$ cat src/rtl/round_sequencer.sv
// Match-level controller for Pong: keeps both scores, times the serve after each
// point, picks the serve direction and declares the winner.
module round_sequencer #(
    parameter int WIN_SCORE   = 7,
    parameter int SERVE_DELAY = 120
) (
    input  logic       clk,
    input  logic       reset,
    input  logic       tick,
    input  logic       run,
    input  logic       new_match,
    input  logic       goal_left,
    input  logic       goal_right,
    output logic [3:0] score_one,
    output logic [3:0] score_two,
    output logic       ball_hold,
    output logic       serve_dir,
    output logic       serve_pulse,
    output logic       match_over,
    output logic       winner
);

    typedef enum logic [1:0] {
        IDLE       = 2'd0,
        SERVE_WAIT = 2'd1,
        PLAY       = 2'd2,
        GAME_OVER  = 2'd3
    } state_t;

    localparam logic [3:0] WIN   = 4'(WIN_SCORE);
    // A zero delay would never expire through a decrement, so treat it as one tick.
    localparam logic [7:0] DELAY = (SERVE_DELAY < 1) ? 8'd1 : 8'(SERVE_DELAY);

    state_t     state_reg, state_next;
    logic [7:0] timer_reg, timer_next;
    logic [3:0] score_one_reg, score_one_next;
    logic [3:0] score_two_reg, score_two_next;
    logic       serve_dir_reg, serve_dir_next;
    logic       serve_pulse_reg, serve_pulse_next;
    logic       match_over_reg, match_over_next;
    logic       winner_reg, winner_next;
    logic       goal_left_reg, goal_right_reg;

    logic       edge_left, edge_right;
    logic [3:0] score_one_inc, score_two_inc;

    assign edge_left     = goal_left & ~goal_left_reg;
    assign edge_right    = goal_right & ~goal_right_reg;
    assign score_one_inc = score_one_reg + 4'd1;
    assign score_two_inc = score_two_reg + 4'd1;

    always_ff @(posedge clk or negedge reset) begin
        if (!reset) begin
            state_reg       <= IDLE;
            timer_reg       <= 8'd0;
            score_one_reg   <= 4'd0;
            score_two_reg   <= 4'd0;
            serve_dir_reg   <= 1'b0;
            serve_pulse_reg <= 1'b0;
            match_over_reg  <= 1'b0;
            winner_reg      <= 1'b0;
            goal_left_reg   <= 1'b0;
            goal_right_reg  <= 1'b0;
        end else begin
            state_reg       <= state_next;
            timer_reg       <= timer_next;
            score_one_reg   <= score_one_next;
            score_two_reg   <= score_two_next;
            serve_dir_reg   <= serve_dir_next;
            serve_pulse_reg <= serve_pulse_next;
            match_over_reg  <= match_over_next;
            winner_reg      <= winner_next;
            goal_left_reg   <= goal_left;
            goal_right_reg  <= goal_right;
        end
    end

    always_comb begin
        state_next       = state_reg;
        timer_next       = timer_reg;
        score_one_next   = score_one_reg;
        score_two_next   = score_two_reg;
        serve_dir_next   = serve_dir_reg;
        serve_pulse_next = 1'b0;
        match_over_next  = match_over_reg;
        winner_next      = winner_reg;

        if (new_match) begin
            state_next      = SERVE_WAIT;
            timer_next      = DELAY;
            score_one_next  = 4'd0;
            score_two_next  = 4'd0;
            serve_dir_next  = 1'b0;
            match_over_next = 1'b0;
            winner_next     = 1'b0;
        end else begin
            case (state_reg)
                SERVE_WAIT: begin
                    if (tick && run) begin
                        // Launch pulse is registered on the expiring tick so it
                        // lines up with the first PLAY cycle.
                        if (timer_reg <= 8'd1) begin
                            timer_next       = 8'd0;
                            state_next       = PLAY;
                            serve_pulse_next = 1'b1;
                        end else begin
                            timer_next = timer_reg - 8'd1;
                        end
                    end
                end
                PLAY: begin
                    if (run && (edge_left || edge_right)) begin
                        state_next = SERVE_WAIT;
                        timer_next = DELAY;
                        if (edge_left && !edge_right) begin
                            score_two_next = score_two_inc;
                            serve_dir_next = 1'b0;
                            if (score_two_inc == WIN) begin
                                state_next      = GAME_OVER;
                                match_over_next = 1'b1;
                                winner_next     = 1'b1;
                            end
                        end else if (edge_right && !edge_left) begin
                            score_one_next = score_one_inc;
                            serve_dir_next = 1'b1;
                            if (score_one_inc == WIN) begin
                                state_next      = GAME_OVER;
                                match_over_next = 1'b1;
                                winner_next     = 1'b0;
                            end
                        end
                    end
                end
                default: ;
            endcase
        end
    end

    always_comb begin
        ball_hold   = (state_reg != PLAY);
        score_one   = score_one_reg;
        score_two   = score_two_reg;
        serve_dir   = serve_dir_reg;
        serve_pulse = serve_pulse_reg;
        match_over  = match_over_reg;
        winner      = winner_reg;
    end

endmodule

$ cat config.mk
export PLATFORM = sky130hd
export DESIGN_NAME = round_sequencer
export DESIGN_NICKNAME = d
export VERILOG_FILES = /design/src/rtl/round_sequencer.sv
export SDC_FILE = /design/constraint.sdc
export NUM_CORES = 1
export LEC_CHECK = 0
export BUFFER_PORTS_ARGS = -buffer_cell sky130_fd_sc_hd__buf_2
export CAP_MARGIN = 40
export CORE_MARGIN = 5
export CORE_UTILIZATION = 30
export CTS_CLUSTER_DIAMETER = 30
export DETAILED_ROUTE_END_ITERATION = 16
export HOLD_SLACK_MARGIN = 0.1
export MAX_ROUTING_LAYER = met4
export PLACE_DENSITY_LB_ADDON = 0.2
export SLEW_MARGIN = 20
export SYNTH_ARGS = -nofsm -noshare
export SYNTH_HDL_FRONTEND = slang
export SYNTH_SLANG_ARGS = --single-unit
$ cat constraint.sdc
create_clock -name clk -period 2 [get_ports clk]
set_input_delay 0.1 -clock clk [delete_from_list [all_inputs] [get_ports clk]]
set_output_delay 0.1 -clock clk [all_outputs]
set_load 0.05 [all_outputs]
==> flow_results.org <==
** Hold path
- WHS Path Cells :: 2
- Critical hold path startpoint :: new_match
- Worst-case hold path end point :: score_one[3]$_DFFE_PN0P_
- The min-delay analysis places its worst path in the category in -> reg.

** Drt
- Detailed-router iteration count before antenna repair :: 4
- Via/cell ratio :: 5.63
- DRC violation count after routing :: 0
- In this run the remaining antenna-violating nets after routing total 0.
- The first routing iteration left 78 violations.
- Count of vias placed by the detailed router :: 1267
- Per-cell routed wire length :: 15.5 µm
- Total wire length after detailed routing :: 3480 µm

** STA
- The tightest hold path in the finished design has a slack of 210 ps.
- Setup slack of the critical path after layout :: 217 ps
- Static timing analysis puts the maximum clock frequency at 561 MHz.
- The final max-slew violation count is 0.
- For the pin with the worst max-slew slack, the measured transition is 560 ps.
- Setup repair after global routing left no endpoint under its margin.
- Setup violations remaining at the end of the flow were counted as 0.
- Normalized max-slew margin :: 0.626
- The total count of hold-check failures in the final report was 0.
- The worst path in the final design needs a cycle of 1780 ps, including I/O delays and setup.
- Final clock skew :: 4.17 ps
- Fin Setup TNS :: 0 ps
- Share of the clock period used by the worst path :: 0.891

** Setup path
- For flop-to-flop paths, the worst setup slack is 220 ps.
- Maximum fanout count along the critical path :: 7
- At the worst endpoint, the arrival time is 1980 ps.
- Walking the worst path, the cells encountered are inv_1, ha_1, or2_0, and3_1, or2_1, o22ai_1.
- The worst register-to-register path begins at timer_reg[0]$_DFFE_PN0P_.
- STA puts the critical path data required time at 2200 ps.
- By startpoint and endpoint, the worst setup path is classified as reg -> reg.
- Kind of end point of the critical path :: flop
- The endpoint identified for the worst register-to-register timing path is timer_reg[1]$_DFFE_PN0P_.
- The slowest stage of the critical path is the sky130_fd_sc_hd__dfrtp_1 cell.
- Count of cells along the worst register-to-register path :: 6
- Largest incremental delay on the critical path :: 430 ps
- The critical path starts at timer_reg[0]$_DFFE_PN0P_.
- The worst setup path is launched from a flop.

** Clock tree
- CTS clk-pin slew, worst paths :: 90 ps
- Cts repair resizes :: 0
- Buffers inserted during clock tree synthesis total 3.
- Counting along the longest clock path gives a buffer depth of 2.
- Later-pin clock latency in the skew report :: 270 ps
- In this run the number of H-tree levels came out at 1.
- Clock tree from TritonCTS :: done
- After clock tree synthesis, the flow added hold-fix buffers numbering 3.
- In this run the post-CTS setup repair buffer count came out at 0.
- For this design, the sink count on the clock tree is 24.
- In this run the clock root is driven by a sky130_fd_sc_hd__clkbuf_8.

** Cells and area
- Relative area change from synthesis to final layout :: 17.1%
- Diode insertion count for antenna repair :: 0
- At the end of the flow the core is filled with cells to 0.359.
- In the final layout, the share of cells above drive strength 1 is 0.187.
- The library cell used most frequently in the layout, excluding fill and tap cells, is sky130_fd_sc_hd__dfrtp_1.
- The library cells used most frequently in the layout, excluding fill and tap cells, are 24 x sky130_fd_sc_hd__dfrtp_1, 19 x sky130_fd_sc_hd__buf_2, 15 x sky130_fd_sc_hd__nor2_1.
- Number of flip-flops in the largest register :: 8
- The finished cells cover 1680 µm².
- Layout net count :: 185

** Synthesis
- Post-synth top flop :: sky130_fd_sc_hd__dfrtp_1
- Summing every instance area after synthesis gives 1440 µm².
- Number of warning messages in the yosys log :: 0
- Of all flip-flops after synthesis, the portion carrying an async set or reset was 1.00.
- Counting flops and latches in the post-synthesis netlist gives 24.
- Of the synthesized area, sequential elements account for 0.418.
- Synthesis produced a netlist with a net count of 162.
- Synth unique cells :: 47
- Syn avg cell area :: 9.65 µm²
- In the synthesized netlist, the number of instances is 149.
- EDFF count, synth :: 0

** Placement
- Area post-placement :: 1580 µm²
- HPWL after DPL :: 2560 µm
- The congestion estimate from routability-driven global placement came to 0.805.
- The count of buffers added on input and output ports is 19.
- Worst-case setup slack after placement :: 245 ps

** GRT
- Aggregate global routing overflow :: 0
- Across every metal layer, demand over resource in global routing totals 0.128.
- Vias in the first global route :: 1297
- The number of antenna violations at the first check in global routing came to 0.
- The first global-routing pass estimated 6220 µm of wire.
- Entering global routing, the biggest net connects 25 pins.

** Floorplan
- Die height :: 79.2 µm
- The floorplan step defined a die boundary enclosing 6280 µm².
- 20 I/O pins were placed.
- Chip Width :: 79.2 µm
- The core region is 4690 µm².
- The floorplan has 25 rows.
- Starting Density :: 0.306

** Job
- Across the run, the number of max-cap violations was 0.

** Pwr
- Static leakage power :: 0.700 nW
- Power density over the cells :: 627 nW/µm²
- Maximum vdd drop :: 0.386 mV

** Outcome
- The flow ran to the end, and the final reports show no timing, DRC or antenna violations.
[synth_stat cells (3+ instances only)]
master                     number  area, µm²
sky130_fd_sc_hd__a211oi_1       3       22.5
sky130_fd_sc_hd__a21oi_1        6       30.0
sky130_fd_sc_hd__a31oi_1        6       37.5
sky130_fd_sc_hd__a32oi_1        3       26.3
sky130_fd_sc_hd__and3b_1        3       26.3
sky130_fd_sc_hd__dfrtp_1       24        601
sky130_fd_sc_hd__ha_1           6       75.1
sky130_fd_sc_hd__inv_1          8       30.0
sky130_fd_sc_hd__nand2_1        3       11.3
sky130_fd_sc_hd__nand2b_1       5       31.3
sky130_fd_sc_hd__nand3_1        7       35.0
sky130_fd_sc_hd__nand4_1        4       25.0
sky130_fd_sc_hd__nor2_1        15       56.3
sky130_fd_sc_hd__nor3_1         4       20.0
sky130_fd_sc_hd__nor4_1         5       31.3
sky130_fd_sc_hd__o22a_1         4       35.0
sky130_fd_sc_hd__xnor2_1        5       43.8
[through the flow]
| stage | power, W | std cells |
|---|---|---|
| floorplan | 0.000582 | 149 |
| global placement | 0.000615 | 218 |
| detailed placement | 0.000619 | 218 |
| CTS | 0.00107 | 225 |
| global route | 0.00111 | 225 |
| finish | 0.00105 | 225 |
[logic make-up after synthesis]
| family | Yosys count | synth area share |
|---|---|---|
| AND/OR/NAND/NOR | 62 | 0.252 |
| adder cells (fa/ha/maj) | 6 | 0.0522 |
| AO/OA/AOI/OAI | 35 | 0.183 |
| multiplexers | 2 | 0.0139 |
| buffers and inverters | 14 | 0.0444 |
| flip-flops | 24 | 0.418 |
| XOR/XNOR | 6 | 0.0366 |
[critical path, delay by kind of cell, from the launching register on]
| kind | cells | cell delay [ps] |
|---|---|---|
| adder cells (fa/ha/maj) | 1 | 270 |
| AO/OA/AOI/OAI | 1 | 160 |
| flip-flops | 1 | 430 |
| buffers and inverters | 1 | 60 |
| AND/OR/NAND/NOR | 3 | 790 |
[layer usage]
metal / share of wire / wire length [µm] / global-route usage
met1: 0.44 / 1530 / 0.157
met2: 0.50 / 1760 / 0.216
met3: 0.048 / 168 / 0.0283
met4: 0.0066 / 23 / 0.0309
met5: 0 / 0 / -
[power by group]
part           internal [W]  switching, W  total [W]
Clock              0.000268      0.000174   0.000442
Sequential         0.000495     0.0000113   0.000507
Combinational     0.0000402     0.0000654   0.000106
[area by class of cell]
type | instances | area, µm²
Fill cell | 503 | 3010
Multi-Input combinational cell | 111 | 773
Sequential cell | 24 | 601
Timing Repair Buffer | 24 | 140
Tap cell | 54 | 67.6
Clock buffer | 3 | 41.3
Clock inverter | 1 | 30.0
Inverter | 8 | 30.0
[worst max path at each step]
| stage | end | cells after the start |
|---|---|---|
| global route | state_reg[1]$_DFFE_PN0P_ | 5 |
| detailed placement | timer_reg[1]$_DFFE_PN0P_ | 6 |
| floorplan | state_reg[1]$_DFFE_PN0P_ | 5 |
| CTS | match_over$_DFFE_PN0P_ | 5 |
| global placement | state_reg[1]$_DFFE_PN0P_ | 5 |
| finish | timer_reg[1]$_DFFE_PN0P_ | 6 |
Power figures use the tool's default switching activity.
